[config.mk]
export PLATFORM = sky130hd
export DESIGN_NAME = alu_cmd_driver
export DESIGN_NICKNAME = d
export VERILOG_FILES = /design/src/rtl/alu_cmd_driver.sv
export SDC_FILE = /design/constraint.sdc
export NUM_CORES = 1
export LEC_CHECK = 0
export CAP_MARGIN = 10
export CORE_ASPECT_RATIO = 2
export CORE_MARGIN = 2
export CORE_UTILIZATION = 42
export DETAILED_ROUTE_END_ITERATION = 12
export PLACE_DENSITY = 0.92
export SLEW_MARGIN = 30
export SYNTH_ARGS = -nofsm -noshare
export SYNTH_HDL_FRONTEND = slang
export SYNTH_SLANG_ARGS = --single-unit
[constraint.sdc]
create_clock -name clk -period 2.3 [get_ports clk]
set_input_delay 0.46 -clock clk [delete_from_list [all_inputs] [get_ports clk]]
set_output_delay 0.46 -clock clk [all_outputs]
set_load 0.005 [all_outputs]
[src/rtl/alu_cmd_driver.sv]
// Sequences one command at a time onto an external ALU and returns a single response with status.
// Legal ops answer after ISSUE plus up to TIMEOUT WAIT cycles, illegal ops answer directly; response is held until rsp_ready.
module alu_cmd_driver #(
  parameter int unsigned TIMEOUT  = 16,
  parameter logic [15:0] TXN_INIT = 16'h0000
) (
  input  logic        clk,
  input  logic        nrst,
  input  logic        cmd_valid,
  output logic        cmd_ready,
  input  logic [31:0] cmd_a,
  input  logic [31:0] cmd_b,
  input  logic [2:0]  cmd_op,
  output logic [31:0] alu_a,
  output logic [31:0] alu_b,
  output logic [2:0]  alu_op,
  input  logic        alu_ready,
  input  logic [31:0] alu_out,
  input  logic        alu_carry,
  output logic        rsp_valid,
  input  logic        rsp_ready,
  output logic [31:0] rsp_out,
  output logic        rsp_carry,
  output logic [2:0]  rsp_op,
  output logic [1:0]  rsp_status,
  output logic [15:0] txn_count
);

  typedef enum logic [1:0] {IDLE, ISSUE, WAIT, RESP} state_t;

  localparam logic [2:0] OP_NONE    = 3'b000;
  localparam logic [1:0] ST_OK      = 2'b00;
  localparam logic [1:0] ST_ILLEGAL = 2'b01;
  localparam logic [1:0] ST_TIMEOUT = 2'b10;
  localparam logic [7:0] WAIT_LAST  = 8'(TIMEOUT - 1);

  state_t      state_q;
  state_t      state_d;
  logic [7:0]  wait_cnt;
  logic [2:0]  op_q;
  logic [31:0] a_q;
  logic [31:0] b_q;
  logic        accept;
  logic        take_result;
  logic        take_timeout;
  logic        rsp_done;
  logic        cnt_clr;
  logic        cnt_inc;

  always_ff @(posedge clk or negedge nrst) begin
    if (!nrst) begin
      state_q <= IDLE;
    end else begin
      state_q <= state_d;
    end
  end

  always_comb begin
    state_d      = state_q;
    accept       = 1'b0;
    take_result  = 1'b0;
    take_timeout = 1'b0;
    rsp_done     = 1'b0;
    cnt_clr      = 1'b0;
    cnt_inc      = 1'b0;
    case (state_q)
      IDLE: begin
        if (cmd_valid) begin
          accept  = 1'b1;
          state_d = (cmd_op == OP_NONE) ? RESP : ISSUE;
        end
      end
      ISSUE: begin
        // alu_ready is deliberately ignored here; counting starts on WAIT entry
        cnt_clr = 1'b1;
        state_d = WAIT;
      end
      WAIT: begin
        if (alu_ready) begin
          take_result = 1'b1;
          state_d     = RESP;
        end else if (wait_cnt == WAIT_LAST) begin
          take_timeout = 1'b1;
          state_d      = RESP;
        end else begin
          cnt_inc = 1'b1;
        end
      end
      RESP: begin
        if (rsp_ready) begin
          rsp_done = 1'b1;
          state_d  = IDLE;
        end
      end
      default: state_d = IDLE;
    endcase
  end

  always_ff @(posedge clk or negedge nrst) begin
    if (!nrst) begin
      op_q       <= OP_NONE;
      a_q        <= '0;
      b_q        <= '0;
      wait_cnt   <= '0;
      rsp_out    <= '0;
      rsp_carry  <= 1'b0;
      rsp_status <= ST_OK;
      txn_count  <= TXN_INIT;
    end else begin
      if (accept) begin
        op_q <= cmd_op;
        // illegal commands never reach the ALU, so its operand bus keeps its old value
        if (cmd_op == OP_NONE) begin
          rsp_out    <= '0;
          rsp_carry  <= 1'b0;
          rsp_status <= ST_ILLEGAL;
        end else begin
          a_q <= cmd_a;
          b_q <= cmd_b;
        end
      end
      if (cnt_clr) begin
        wait_cnt <= '0;
      end else if (cnt_inc) begin
        wait_cnt <= wait_cnt + 8'd1;
      end
      if (take_result) begin
        rsp_out    <= alu_out;
        rsp_carry  <= alu_carry;
        rsp_status <= ST_OK;
      end
      if (take_timeout) begin
        rsp_out    <= '0;
        rsp_carry  <= 1'b0;
        rsp_status <= ST_TIMEOUT;
      end
      if (rsp_done) begin
        txn_count <= txn_count + 16'd1;
      end
    end
  end

  assign cmd_ready = (state_q == IDLE);
  assign rsp_valid = (state_q == RESP);
  assign alu_op    = (state_q == ISSUE || state_q == WAIT) ? op_q : OP_NONE;
  assign alu_a     = a_q;
  assign alu_b     = b_q;
  assign rsp_op    = op_q;

endmodule

==> flow_summary.ini, run 1 <==
[sta]
fin_crit_ps = 2250
clock_skew_ps = 8.21
hold_ws_ps = 31.8
fmax_ghz = 0.445
fin_crit_sh_pct = 97.8
hold_violations = 0
setup_viol = 0
max_slew_margin_pct = 41.1
tightest_slew_ps = 882
slew_violations = 0

[detailed_routing]
via_per_inst = 5.10
drtAntennaViolNets = 0
wl_mm = 13.5
dr_total_vias = 3815
post-route-drc-count = 0
avgRoutedWirePerCell_um = 18.1
firstDrtPassIters = 6
drt_iter0_markers = 114

[critical_path]
worst_setup_path_end_kind = primary output
crit_buf_inv = 2
crit_fanout = 4
reg2reg_to = rsp_out[9]
required_ps = 1840
critical_path.startpoint_type = register
r2r_slack_ps = 230
critical_path_depth = 4
path_class = reg2out
max_stage_delay_ps = 500
cp_slowest_cell = clkdlybuf4s50_1
worstPathCellList = inv_2, ha_4, and2_1, clkdlybuf4s50_1
arrival_ps = 1790
crit_family = buffers and inverters
r2r_cells = 5
worstReg2RegStart = wait_cnt[0]

[die]
core_area_sq_um = 11800
start_util_pct = 43.1
dieWidth_um = 81.7
die_area_sq_um = 13000
io-pin-count = 228
die_h_um = 159
fp-row-count = 56

[grt]
grt_usage_pct = 21.0
grt_pass1_wl_mm = 20.7
grt_max_degree = 44
antenna_found_initial = 0
grt_pass1_vias = 4079
grt-ovfl-total = 0

[final_layout]
fin_area_sq_um = 8150
diodes = 0
area_delta_synth_final_pct = 60.5
mostFrequentLayoutCells = clkdlybuf4s50_1, dfrtp_1, mux2_2, a22o_1, clkbuf_16
drive_gt1_share_pct = 19.9
multi_input_area_sq_um = 1770
instances_no_fill = 748
n_fill_cell = 788
mostFrequentLayoutCell = clkdlybuf4s50_1
register_area_sq_um = 3200
nNetsFinal = 702

[clock_tree]
cts_buffer_depth = 2
h-tree-depth = 4
clk-insertion-delay-late_ps = 400
root_buffer = clkbuf_16
cts-hold-fix-buffers = 0
cts_tree = done
cts.sinks = 128
cts_inserted_buffers = 17
path_clk_slew_ps = 60

[placed_design]
gp_congestion = 0.785
dpl_cell_area_sq_um = 7530
port_buffers = 227
hpwl_mm = 9.92
placedCellCount = 713

[yosys]
ys_types = 36
synth_async_sr_flop_share_pct = 100
ys_seq_area_share_pct = 63.1
yosysWarnings = 0
synth_edf_count = 0
synth_top_area_share_pct = 63.1
syn_inst = 350
synth_nets = 462
synth_largest_area_cell = dfrtp_1
ys_ff_latch = 128
synth_ff_type = dfrtp_1
syn_avg_cell_area_sq_um = 14.5
syn_area_sq_um = 5080
ys_top_cells_by_area = dfrtp_1, mux2_2, a22o_1, xnor2_1, ha_1

[power_and_ir_drop]
peakVddDrop_mv = 0.694
p_per_area_nw_per_um2 = 1280
p_total_mw = 10.4
p_leak_nw = 3.54

[run_status]
status = completed

[min_path]
min_path_type = in2async

[flow_run]
maxCapViolCount = 0
## synthesized netlist by cell type, drive strengths merged, types with 3 or more instances
library cell / n
dfrtp: 128
mux2: 68
a22o: 34
nor2: 14
xnor2: 14
buf: 10
nand2: 10
inv: 8
ha: 7
nand3: 7
xor2: 6
clkbuf: 5
nor3: 5
and2: 4
a21oi: 3
mux2i: 3
nand4: 3
nor2b: 3
o21ai: 3
## layout make-up
| type | count | area share, % |
|---|---|---|
| repair buffers | 236 | 29.3 |
| inverters | 8 | 0.368 |
| multi-input cells | 199 | 21.7 |
| clock inverters | 15 | 1.86 |
| well taps | 145 | 2.23 |
| flip-flops and latches | 128 | 39.3 |
| clock buffers | 17 | 5.22 |
## cell families (layout without fill, tap and decap cells)
logic type	count (synthesis)	count (layout)	synth area share, %
DFF	128	128	63.1
muxes	71	71	15.7
and+or+nand+nor	57	57	6.14
AOI/OAI and AO/OA	44	44	7.59
buffers and inverters	23	276	2.32
xor gates and xnor gates	20	20	3.45
adders and majority gates	7	7	1.73
## flip-flops by register name, indices dropped and copies added (netlist names)
name        flops
rsp_status      2
state_q         2
wait_cnt        8
txn_count      16
rsp_out        32
rsp_carry       1
alu_b          32
rsp_op          3
alu_a          32
## worst reg2reg max path: stages (launching register included)
cell and delay [ps]:
dfrtp_1 410, ha_1 230, nand3_1 260, o21bai_4 130
a21oi_4 710, a22o_1 270
## per-stage QoR
step / setup TNS [ps] / worst slack [ps] / utilization (%)
3_3_place_gp: 0 / 170 / 64.0
5_1_grt: -13.3 / -10.0 / 69.2
3_5_place_dp: 0 / 82.2 / 64.0
6_report: 0 / 50.4 / 69.2
2_1_floorplan: 0 / 468 / -
4_1_cts: 0 / 34.8 / 69.1
## timing repair
action | CTS | global route
buffers inserted | 1 | 2
setup endpoints to repair | 3 | 3
pin swaps | 0 | 0
resized for setup | 2 | 1
## worst max-delay path by stage
stage / start / endpoint / slack (ps)
floorplan: state_q[0] / alu_a[0] / 470
global placement: cmd_op[1] / rsp_out[24] / 170
detailed placement: cmd_op[1] / rsp_out[9] / 80
CTS: state_q[1] / alu_op[1] / 30
global route: state_q[1] / alu_op[2] / -10
finish: state_q[1] / alu_op[2] / 50
## metal layers
| metal | wire (um) | track usage, % | share of wire [%] | up-vias |
|---|---|---|---|---|
| li1 | - | - | - | 1726 |
| met1 | 4600 | 21.7 | 34 | 1859 |
| met2 | 7590 | 38.0 | 56 | 188 |
| met3 | 831 | 4.31 | 6.1 | 42 |
| met4 | 517 | 10.6 | 3.8 | 0 |
| met5 | 0 | 0 | 0 | - |
## where the power goes
| part | switching (mW) | total (mW) | internal, mW |
|---|---|---|---|
| logic | 1.35 | 4.11 | 2.76 |
| clock network | 1.07 | 2.59 | 1.52 |
| registers | 0.547 | 3.74 | 3.19 |
Note: power is estimated with default switching activity, not from simulation.
==> inputs of run 2 (changes only) <==
CORE_UTILIZATION = 60   (was 42)
DONT_BUFFER_PORTS = 1   (was default)
PLACE_DENSITY = 0.87   (was 0.92)
==> run 2 against run 1 <==
Against the previous run:
- the run now ends with hold timing left
- critical path depth grew 1
- critical path type is now reg2reg
- count of clock-buffer cells in the layout is the same
- largest power group is now sequential cells
- sequential cell count stayed put
- global-route usage is 2.4 points higher
- combinational power is 59% lower
- highest routed layer unchanged
- worst setup slack better by 250 ps
- design area is 30% lower
==> flow_summary.ini, run 2 (synthesized netlist as in run 1, its figures left out) <==
[final_layout]
mostFrequentLayoutCells = dfrtp_1, mux2_2, a22o_1, clkbuf_16
drive_gt1_share_pct = 29.8
mostFrequentLayoutCell = dfrtp_1
nNetsFinal = 468
diodes = 0
area_delta_synth_final_pct = 13.0

[power_and_ir_drop]
p_per_area_nw_per_um2 = 1450
peakVddDrop_mv = 0.827
p_leak_nw = 2.62
p_total_mw = 8.34

[grt]
met2_usage_pct = 43.4
grt_pass1_vias = 2998
busiest_layer = met2
grt_util_met1_pct = 24.4
gr-usage-met3_pct = 6.69
grt-ovfl-total = 0
grt_max_degree = 129
antenna_found_initial = 0
grt_pass1_wl_mm = 16.5
grt_usage_pct = 23.4

[critical_path]
worst_setup_path_end_kind = register
path_class = reg2reg
required_ps = 2630
crit_fanout = 34
r2r_slack_ps = 300
cp-startpoint = wait_cnt[0]
reg2reg_to = rsp_out[5]
r2r_cells = 5
critical_path.startpoint_type = register
crit_end = rsp_out[5]
worstReg2RegStart = wait_cnt[0]
arrival_ps = 2330

[sta]
fin_tns_setup_ps = 0
clock_skew_ps = 5.17
rsz0062_at_grt = false
slew_violations = 0
hold_ws_ps = -251
hold_violations = 128
fin_crit_ps = 2000
fmax_ghz = 0.500
max_slew_margin_pct = 44.2
setup_viol = 0
fin_crit_sh_pct = 87.0
tightest_slew_ps = 835

[detailed_routing]
dr_total_vias = 2896
firstDrtPassIters = 4
via_per_inst = 6.20
drtAntennaViolNets = 0
wl_mm = 10.9
drt_iter0_markers = 171
post-route-drc-count = 0
avgRoutedWirePerCell_um = 23.3

[die]
start_util_pct = 61.7
dieWidth_um = 69.0
core_area_sq_um = 8230
fp-row-count = 47
die_h_um = 134
io-pin-count = 228
die_area_sq_um = 9260

[clock_tree]
root_buffer = clkbuf_16
path_clk_slew_ps = 60
clk-insertion-delay-late_ps = 400
cts_tree = done
cts_buffer_depth = 2
h-tree-depth = 4
cts_inserted_buffers = 17
cts.sinks = 128

[min_path]
min_path_type = in2async

[placed_design]
gp_congestion = 0.876
port_buffers = 0
hpwl_mm = 7.83

[run_status]
failed_checks = hold timing
status = finished, violations left

[flow_run]
maxCapViolCount = 0
-- run 2: cell types whose count changed in the layout (fill, tap and decap cells not counted), moves of 2 or more --
cell,change
clkdlybuf4s50_1,-225
buf_4,-6
inv_6,-4
clkinv_2,+3
buf_12,-2
clkinv_4,+2
-- run 2: per-stage QoR --
step	std cells	worst slack, ps	cell area [sq um]	utilization, %
4_1_cts	467	267	5740	69.7
3_5_place_dp	435	280	5150	62.6
3_3_place_gp	435	379	5150	62.6
2_1_floorplan	350	468	5080	-
5_1_grt	467	58.8	5740	69.7
6_report	467	299	5740	69.7
-- run 2: where the power goes --
part           internal (mW)  leakage (nW)  switching [mW]  total, mW
clock                   1.61         0.289           0.996       2.60
combinational           1.00         0.754           0.701       1.70
sequential              3.20          1.57           0.834       4.03
total                   5.81          2.62            2.53       8.34
-- run 2: worst min path at each step --
stage               slack (ps)  start  depth (start not counted)           end
finish                    -250   nrst                          0     alu_a[20]
detailed placement         170   nrst                          0     alu_a[20]
floorplan                  160   nrst                          0      alu_a[0]
global route              -270   nrst                          0  txn_count[6]
CTS                       -260   nrst                          0     alu_a[20]
global placement           170   nrst                          0     alu_a[20]
-- run 2: final cells by class --
cell class	instances	area, sq um
Tap cell	98	123
Fill cell	593	2500
Timing Repair Buffer	2	40.0
Clock inverter	15	160
Multi-Input combinational cell	199	1760
Inverter	8	30.0
Sequential cell	128	3200
Clock buffer	17	425
-- run 2: what timing repair did --
action,4_1_cts,5_1_grt
resized for setup,0,0
buffers inserted,0,0
hold endpoints to repair,128,128
-- run 2: layer usage --
metal  routed length, um  up-vias
li1                    -     1257
met1                3690     1480
met2                6370      144
met3                 642       15
met4                 186        0
met5                   0        -
-- run 2: critical path, cell delays in order (launching register included) --
cell	delay, ps
dfrtp_1	400
ha_1	230
nand3_1	240
o21bai_4	120
a21oi_4	680
a22o_1	240
